$ cat src/rtl/bus_pkg.sv
// rtl/bus_pkg.sv - shared types and constants for the five-source bus arbiter
package bus_pkg;
    localparam int NREQ  = 5;
    localparam int SEL_W = 3;

    typedef enum logic {
        IDLE = 1'b0,
        OWN  = 1'b1
    } arb_state_t;

    typedef logic [NREQ-1:0] req_vec_t;
endpackage

$ cat src/rtl/rr_pick5.sv
// rtl/rr_pick5.sv - combinational round-robin picker: first set candidate from ptr, cyclic mod 5
module rr_pick5
    import bus_pkg::*;
(
    input  req_vec_t         i_cand,
    input  logic [SEL_W-1:0] i_ptr,
    output logic             o_found,
    output logic [SEL_W-1:0] o_index,
    output req_vec_t         o_onehot
);

    logic [SEL_W:0] w_idx;

    // Scan ptr, ptr+1, ... wrapping at NREQ; the earliest hit in that order wins.
    always_comb begin
        o_found = 1'b0;
        o_index = '0;
        w_idx   = '0;
        for (int k = 0; k < NREQ; k++) begin
            w_idx = {1'b0, i_ptr} + (SEL_W+1)'(k);
            if (w_idx >= (SEL_W+1)'(NREQ)) begin
                w_idx = w_idx - (SEL_W+1)'(NREQ);
            end
            if (!o_found && i_cand[w_idx[SEL_W-1:0]]) begin
                o_found = 1'b1;
                o_index = w_idx[SEL_W-1:0];
            end
        end
    end

    assign o_onehot = o_found ? (req_vec_t'(1) << o_index) : '0;

endmodule

$ cat src/rtl/bus_arbiter5.sv
// rtl/bus_arbiter5.sv - round-robin owner of the 5:1 data bus select with bounded hold preemption
module bus_arbiter5
    import bus_pkg::*;
#(
    parameter int MAX_HOLD = 8
) (
    input  logic                          Clk,
    input  logic                          Reset,
    input  logic [4:0]                    req,
    output logic [4:0]                    grant,
    output logic [2:0]                    sel,
    output logic                          bus_busy,
    output logic [$clog2(MAX_HOLD+1)-1:0] hold_cnt
);

    localparam int            HW       = $clog2(MAX_HOLD + 1);
    localparam logic [HW-1:0] HOLD_MAX = HW'(MAX_HOLD);

    arb_state_t       r_state;
    logic [SEL_W-1:0] r_ptr;
    logic [SEL_W-1:0] r_owner;
    req_vec_t         r_grant;
    logic [HW-1:0]    r_hold;

    arb_state_t       w_state_nxt;
    logic [SEL_W-1:0] w_ptr_nxt;
    logic [SEL_W-1:0] w_owner_nxt;
    req_vec_t         w_grant_nxt;
    logic [HW-1:0]    w_hold_nxt;

    req_vec_t         w_others;
    logic             w_owner_req;
    logic             w_preempt;
    logic             w_release;
    logic [SEL_W-1:0] w_ptr_rel;
    req_vec_t         w_pick_cand;
    logic [SEL_W-1:0] w_pick_ptr;
    logic             w_found;
    logic [SEL_W-1:0] w_pick_idx;
    req_vec_t         w_pick_onehot;

    assign w_others    = req & ~(req_vec_t'(1) << r_owner);
    assign w_owner_req = req[r_owner];
    assign w_preempt   = (r_hold == HOLD_MAX) && (|w_others);
    assign w_release   = (r_state == OWN) && (!w_owner_req || w_preempt);
    assign w_ptr_rel   = (r_owner == SEL_W'(NREQ - 1)) ? '0 : r_owner + SEL_W'(1);

    // One picker serves both arbitration cases: fresh pick from IDLE, or handoff
    // among the non-owners starting just past the releasing owner.
    assign w_pick_cand = (r_state == IDLE) ? req : w_others;
    assign w_pick_ptr  = (r_state == IDLE) ? r_ptr : w_ptr_rel;

    rr_pick5 u_pick (
        .i_cand   (w_pick_cand),
        .i_ptr    (w_pick_ptr),
        .o_found  (w_found),
        .o_index  (w_pick_idx),
        .o_onehot (w_pick_onehot)
    );

    always_ff @(posedge Clk) begin
        if (Reset) begin
            r_state <= IDLE;
            r_ptr   <= '0;
            r_owner <= '0;
            r_grant <= '0;
            r_hold  <= '0;
        end else begin
            r_state <= w_state_nxt;
            r_ptr   <= w_ptr_nxt;
            r_owner <= w_owner_nxt;
            r_grant <= w_grant_nxt;
            r_hold  <= w_hold_nxt;
        end
    end

    always_comb begin
        w_state_nxt = r_state;
        w_ptr_nxt   = r_ptr;
        w_owner_nxt = r_owner;
        w_grant_nxt = r_grant;
        w_hold_nxt  = r_hold;
        case (r_state)
            IDLE: begin
                if (w_found) begin
                    w_state_nxt = OWN;
                    w_owner_nxt = w_pick_idx;
                    w_grant_nxt = w_pick_onehot;
                    w_hold_nxt  = HW'(1);
                end
            end
            OWN: begin
                if (w_release) begin
                    w_ptr_nxt = w_ptr_rel;
                    if (w_found) begin
                        w_owner_nxt = w_pick_idx;
                        w_grant_nxt = w_pick_onehot;
                        w_hold_nxt  = HW'(1);
                    end else begin
                        // Owner index is kept so the mux select stays put while idle.
                        w_state_nxt = IDLE;
                        w_grant_nxt = '0;
                        w_hold_nxt  = '0;
                    end
                end else if (r_hold != HOLD_MAX) begin
                    w_hold_nxt = r_hold + HW'(1);
                end
            end
            default: begin
                w_state_nxt = IDLE;
            end
        endcase
    end

    assign grant    = r_grant;
    assign sel      = r_owner;
    assign bus_busy = |r_grant;
    assign hold_cnt = r_hold;

endmodule

$ cat config.mk
export PLATFORM = sky130hd
export DESIGN_NAME = bus_arbiter5
export DESIGN_NICKNAME = d
export VERILOG_FILES = /design/src/rtl/bus_pkg.sv /design/src/rtl/rr_pick5.sv /design/src/rtl/bus_arbiter5.sv
export SDC_FILE = /design/constraint.sdc
export NUM_CORES = 1
export LEC_CHECK = 0
export CORE_ASPECT_RATIO = 0.9
export CORE_MARGIN = 2
export CORE_UTILIZATION = 45
export CTS_CLUSTER_DIAMETER = 80
export DETAILED_ROUTE_END_ITERATION = 6
export PLACE_DENSITY = 0.65
export SYNTH_ARGS = -nofsm -noshare
export SYNTH_HDL_FRONTEND = slang
export SYNTH_SLANG_ARGS = --single-unit
export TNS_END_PERCENT = 30
$ cat constraint.sdc
create_clock -name Clk -period 4.75 [get_ports Clk]
set_input_delay 0.95 -clock Clk [delete_from_list [all_inputs] [get_ports Clk]]
set_output_delay 0.95 -clock Clk [all_outputs]
set_load 0.01 [all_outputs]
; Yosys cells after proc, flatten, opt, wreduce, memory -nomap -nowiden
; Cells that the tools add are included.
[word_totals]
regBits = 16
inputBits = 7
word_cells = 100
[classes]
addsub = 11
n_lt_le_gt_ge = 11
eq_ne = 6
shift = 2
n_mux = 45
bitwise = 3
n_reduce_logical = 17
[ops]
columns = operator, n
row1 = $mux 3, 14
row2 = $lt 3x4->1 const B, 6
row3 = $mux 5, 4
row4 = $bmux 1 s3, 6
row5 = $ge 4x3->1 const B, 4
row6 = $sub 3x3->3 const B, 5
row7 = $mux 1, 14
row8 = $mux 4, 3
row9 = $pmux 5 s2, 1
row10 = $reduce_or 5->1, 2
row11 = $shl 1x3->5 const A, 2
row12 = $add 3x2->4 const B, 2
row13 = $pmux 4 s2, 1
row14 = $logic_and 1x1->1, 6
row15 = $pmux 3 s2, 1
row16 = $reduce_and 2->1, 3
row17 = $and 5x5->5, 1
row18 = $logic_not 1->1, 5
row19 = $not 5->5, 1
row20 = $add 3x1->4 const B, 1
row21 = $add 3x3->4 const B, 1
row22 = $add 4x1->4 const B, 1
row23 = $eq 4x4->1 const B, 1
row24 = $ne 2x1->1 const B, 2
row25 = other kinds (8), 8

; Depth between registers and ports, before layout
[logic_depth]
ltp_word = 24
ltp_mapped = 19
depth_no_buf = 16

; By module
; From an unflattened synthesis, not the netlist that was laid out.
[hier_totals]
cells_unflattened = 272
hier_area_um2 = 2326.0
[modules_own_cells]
columns = mod, instances, cells_each, area_per_inst_um2, seq_area_each_um2
row1 = rr_pick5, 1, 142, 1177.4, 0.0
row2 = bus_arbiter5, 1, 130, 1148.6, 320.3

; Worst setup path before layout
; OpenSTA, ideal clock, no wires.
[synth_timing]
kind = reg-to-reg
startpoint = reg r_owner[0] (netlist: sel[0])
endpoint = reg r_hold[1] (netlist: hold_cnt[1])
setup_time_ns = 0.065
arrival_time_ns = 3.981
required_ns = 4.685
path_slack_ns = 0.704
path_stages_with_launch = 17
path_buffers = 1
period_less_slack_ns = 4.046
path_cell_list = dfxtp_1 -> inv_1 -> ha_1 -> mux2_2 -> clkinv_1 -> ha_1 -> ha_1 -> clkbuf_1 -> a21o_1 -> a211o_1 -> a222oi_1 -> a31oi_1 -> nor4_1 -> nand4_1 -> o21ai_0 -> mux2_2 -> nor2_1
[synth_between]
elab_chain_cells = 22
[synth_lines]
columns = item, line_no
row1 = start: declaration, bus_arbiter5.sv:21  ; logic [SEL_W-1:0] r_owner;
row2 = start signal: assignment, bus_arbiter5.sv:71  ; r_owner <= w_owner_nxt;
row3 = $add 3x1->3 / $eq 3x3->1 (equally long branches), bus_arbiter5.sv:46  ; assign w_ptr_rel = (r_owner == SEL_W'(NREQ - 1)) ? '0 : r_owner + SEL_W'(1);
row4 = $mux 3 (*), bus_arbiter5.sv:46
row5 = via w_ptr_rel[1], bus_arbiter5.sv:35  ; logic [SEL_W-1:0] w_ptr_rel;
row6 = $mux 3 (*), bus_arbiter5.sv:51  ; assign w_pick_ptr = (r_state == IDLE) ? r_ptr : w_ptr_rel;
row7 = "parallel branches: the longest is 16 deep, another holds $add 3x1->4", --
row8 = $mux 1 (*), rr_pick5.sv:24  ; if (!o_found && i_cand[w_idx[SEL_W-1:0]]) begin
row9 = $ne 2x1->1 (no source line) (*), --
row10 = $reduce_and 2->1 (no source line) (*), --
row11 = end signal: assignment, bus_arbiter5.sv:73  ; r_hold <= w_hold_nxt;
row12 = end: declaration, bus_arbiter5.sv:23  ; logic [HW-1:0] r_hold;
; Mark *: on every way through the listed nets, which the timed path passes. The select of a mux whose other input is x is not followed.
; A chain may end at the register's enable or synchronous reset.

; Worst setup path after layout
[layout_timing]
startpoint = reg r_owner[1] (netlist: sel[1])
endpoint = reg r_owner[0] (netlist: sel[0])
[layout_between]
elab_chain_cells = 23
[layout_lines]
columns = item, line_no
row1 = $add 3x1->3 / $eq 3x3->1 (equally long branches), bus_arbiter5.sv:46
row2 = $mux 3 (*), bus_arbiter5.sv:46
row3 = via w_ptr_rel[1], bus_arbiter5.sv:35
row4 = $mux 3 (*), bus_arbiter5.sv:51
row5 = "parallel branches: the longest is 17 deep, another holds $add 3x1->4", --
row6 = $mux 3 (*), "bus_arbiter5.sv:85, bus_arbiter5.sv:95"
row7 = $mux 3, bus_arbiter5.sv:93  ; if (w_release) begin
row8 = $pmux 3 s2 (*), bus_arbiter5.sv:83  ; case (r_state)
; Marks and branches as above.

==> metrics.csv <==
metric,value,unit
fin_skew,0.00380,ns
synth_edf_count,0,
synth_area_leaders,"dfxtp_1, ha_1, nand2_1",
netlist_area,0.00210,mm2
drt_pre_antenna_iters,5,
cts_hold_repair.buffers,0,
die-width,76.0,um
startpoint_type,flop,
nets,331,
ys_types,63,
synth.yosys.seq_area_share,15.3,%
wl_per_cell,16.4,um
crit_path_max_fanout,8,
cts_repair_resize_count,0,
place_ws,0.353,ns
drive_above_1_share,12.7,%
start_util,47.0,%
synth_top_area_share,15.3,%
placementRows,23,
clock_pin_slew_on_the_worst_setup_and_hold_paths,0.07,ns
slowest_delay,0.56,ns
min-delay-start,grant[3],
vias_per_cell,6.16,
nFillCells,435,
htree_num_levels,1,
synth-warning-count,0,
cpMostUsedCell,ha_1,
layout.core_utilization,55.2,%
syn_area_per_cell,7.44,um2
grt_antenna_before_repair,0,
setup.reg_to_reg.worst_slack,0.29,ns
totalNegativeSetupSlack,0,ns
status,"complete, no violations",
timing.hold.worst_path_depth,2,
clock_latency,0.25,ns
core_area,0.00446,mm2
max-cap-violations,0,
numCtsBuffers,3,
tightest_slew,0.693,ns
antenna_cells_inserted,0,
final_period_minus_worst_setup_slack,4.46,ns
postSynthRegisterBits,16,
final_min_period_over_clock_period,93.9,%
slew_headroom,53.4,%
cts-root-to-sink-buffers,2,
worstSetupEndpointType,flop,
netlist_instances,282,
cts.repair_timing.setup_buffer_count,0,
cts_tree,built,
crit_chain,inv_1 > ha_1 > mux2_2 > clkinvlp_4 > buf_4 > ha_1 > or2_2 > o211ai_1 > a21oi_1 > o31a_1 > a21oi_4 > nand2_1 > or4_1 > o21ai_0 > o31ai_1,
layout_commonest_cell,nand2_1,
number_of_global_route_vias_before_repair,2047,
wire_length_of_the_first_global_routing_pass,10200,um
gr-usage-all-layers,24.7,%
worst_ep_required_time,4.85,ns
placedCellCount,365,
die_h,68.8,um
number_of_clock_sinks,16,
floorplan.die_area,0.00522,mm2
overall_routed_net_length,6030,um
post_layout_nonfiller_instances,368,
slowest_stage,or4_1,
rr_startpoint,sel[1],
areaGrowthSynthToFinish,17.4,%
setup_slack,0.287,ns
gp_routability_congestion,0.903,
vias,2266,
detailedPlacementHpwl,4810,um
reg2reg_to,sel[0],
arrival,4.56,ns
commonest_cells_after_routing_fill_and_taps_aside,"nand2_1, clkdlybuf4s50_1, nor2_1",
hold_path.class,flop to flop,
synth_async_sr_flop_share,0,%
ys_dominant_reg_cell,dfxtp_1,
synthesis.nets,305,
number_of_hold_violations_in_the_final_report,0,
grt_overflow_total,0,
hold-path-endpoint,grant[3],
clock_tree.root_cell,clkbuf_8,
grt_start_max_net_pins,17,
crit_path_class,flop to flop,
drt_iter0_drc,170,
drv_slew,0,
grt_setup_unrepaired,false,
fmax,0.224,GHz
port-buffer-count,19,
reg2reg_depth,15,
detail_route.drc_violations,0,
post-synth-top-area-cell,dfxtp_1,
setup_violations,0,
route.antenna.remaining_nets,0,
io_pins,20,
[final cells by class]
type	count	area, um2	share of cell area (%)
timing repair buffer	30	273	11.1
inverter	17	67.6	2.74
sequential	16	322	13.1
tap	62	77.6	3.15
clock buffer	3	41.3	1.68
multi-input combinational	240	1680	68.3
[logic make-up (layout without fill, tap and decap cells)]
logic type                 count (synthesis)  in the layout  synth area share [%]
adders and majority gates                 16             16                  9.90
xor gates and xnor gates                   2              2                 0.835
AOI/OAI and AO/OA                         96             96                  34.5
muxes                                     15             15                  7.94
and+or+nand+nor                          111            111                  26.6
DFF                                       16             16                  15.3
buffers and inverters                     26             50                  5.01
[registers in the layout, indices dropped and copies added, names as in the netlist]
name and count:
grant 5, r_state 1, r_ptr 3, sel 3, hold_cnt 4
[critical path: cells and delay by family, from the launching register on]
kind            cells  cell delay [ns]
simple gates        3             1.01
flops               1             0.44
compound gates      6             1.48
fa+ha+maj           2             0.58
buf+inv             3             0.49
mux                 1             0.28
[synth_stat cells, types with 6 or more instances]
master    number
a211oi_1       7
a21o_1         8
a21oi_1       15
a31oi_1        7
and2_1         8
dfxtp_1       16
ha_1          15
inv_1         14
mux2i_1       11
nand2_1       32
nand3_1       14
nor2_1        18
nor3_1         6
o211ai_1       6
o21ai_0       12
[layer usage]
metal / track usage (%) / part of all wire [%] / up-vias
met4: 5.00 / 1.2 / 0
met5: 0 / 0 / -
met2: 40.0 / 44 / 74
met1: 35.5 / 50 / 1058
met3: 3.78 / 5.6 / 6
li1: - / - / 1128
[through the flow]
stage / area, um2 / hold WS [ns]
final: 2460 / 0.490
after global routing: 2460 / 0.520
after global placement: 2410 / 0.469
after floorplan: 2100 / 0.456
after CTS: 2450 / 0.492
after detailed placement: 2410 / 0.480
[worst max path at each step]
stage | start | end | slack, ns | cells past startpoint
detailed placement | sel[0] | sel[0] | 0.35 | 15
CTS | sel[0] | sel[0] | 0.29 | 15
global route | sel[1] | sel[0] | 0.02 | 15
global placement | sel[2] | sel[0] | 0.36 | 15
floorplan | sel[0] | hold_cnt[1] | 0.70 | 16
finish | sel[1] | sel[0] | 0.29 | 15
Power is not shown: default switching activity piles up to over one toggle a cycle in this logic, so the estimate is an artifact.
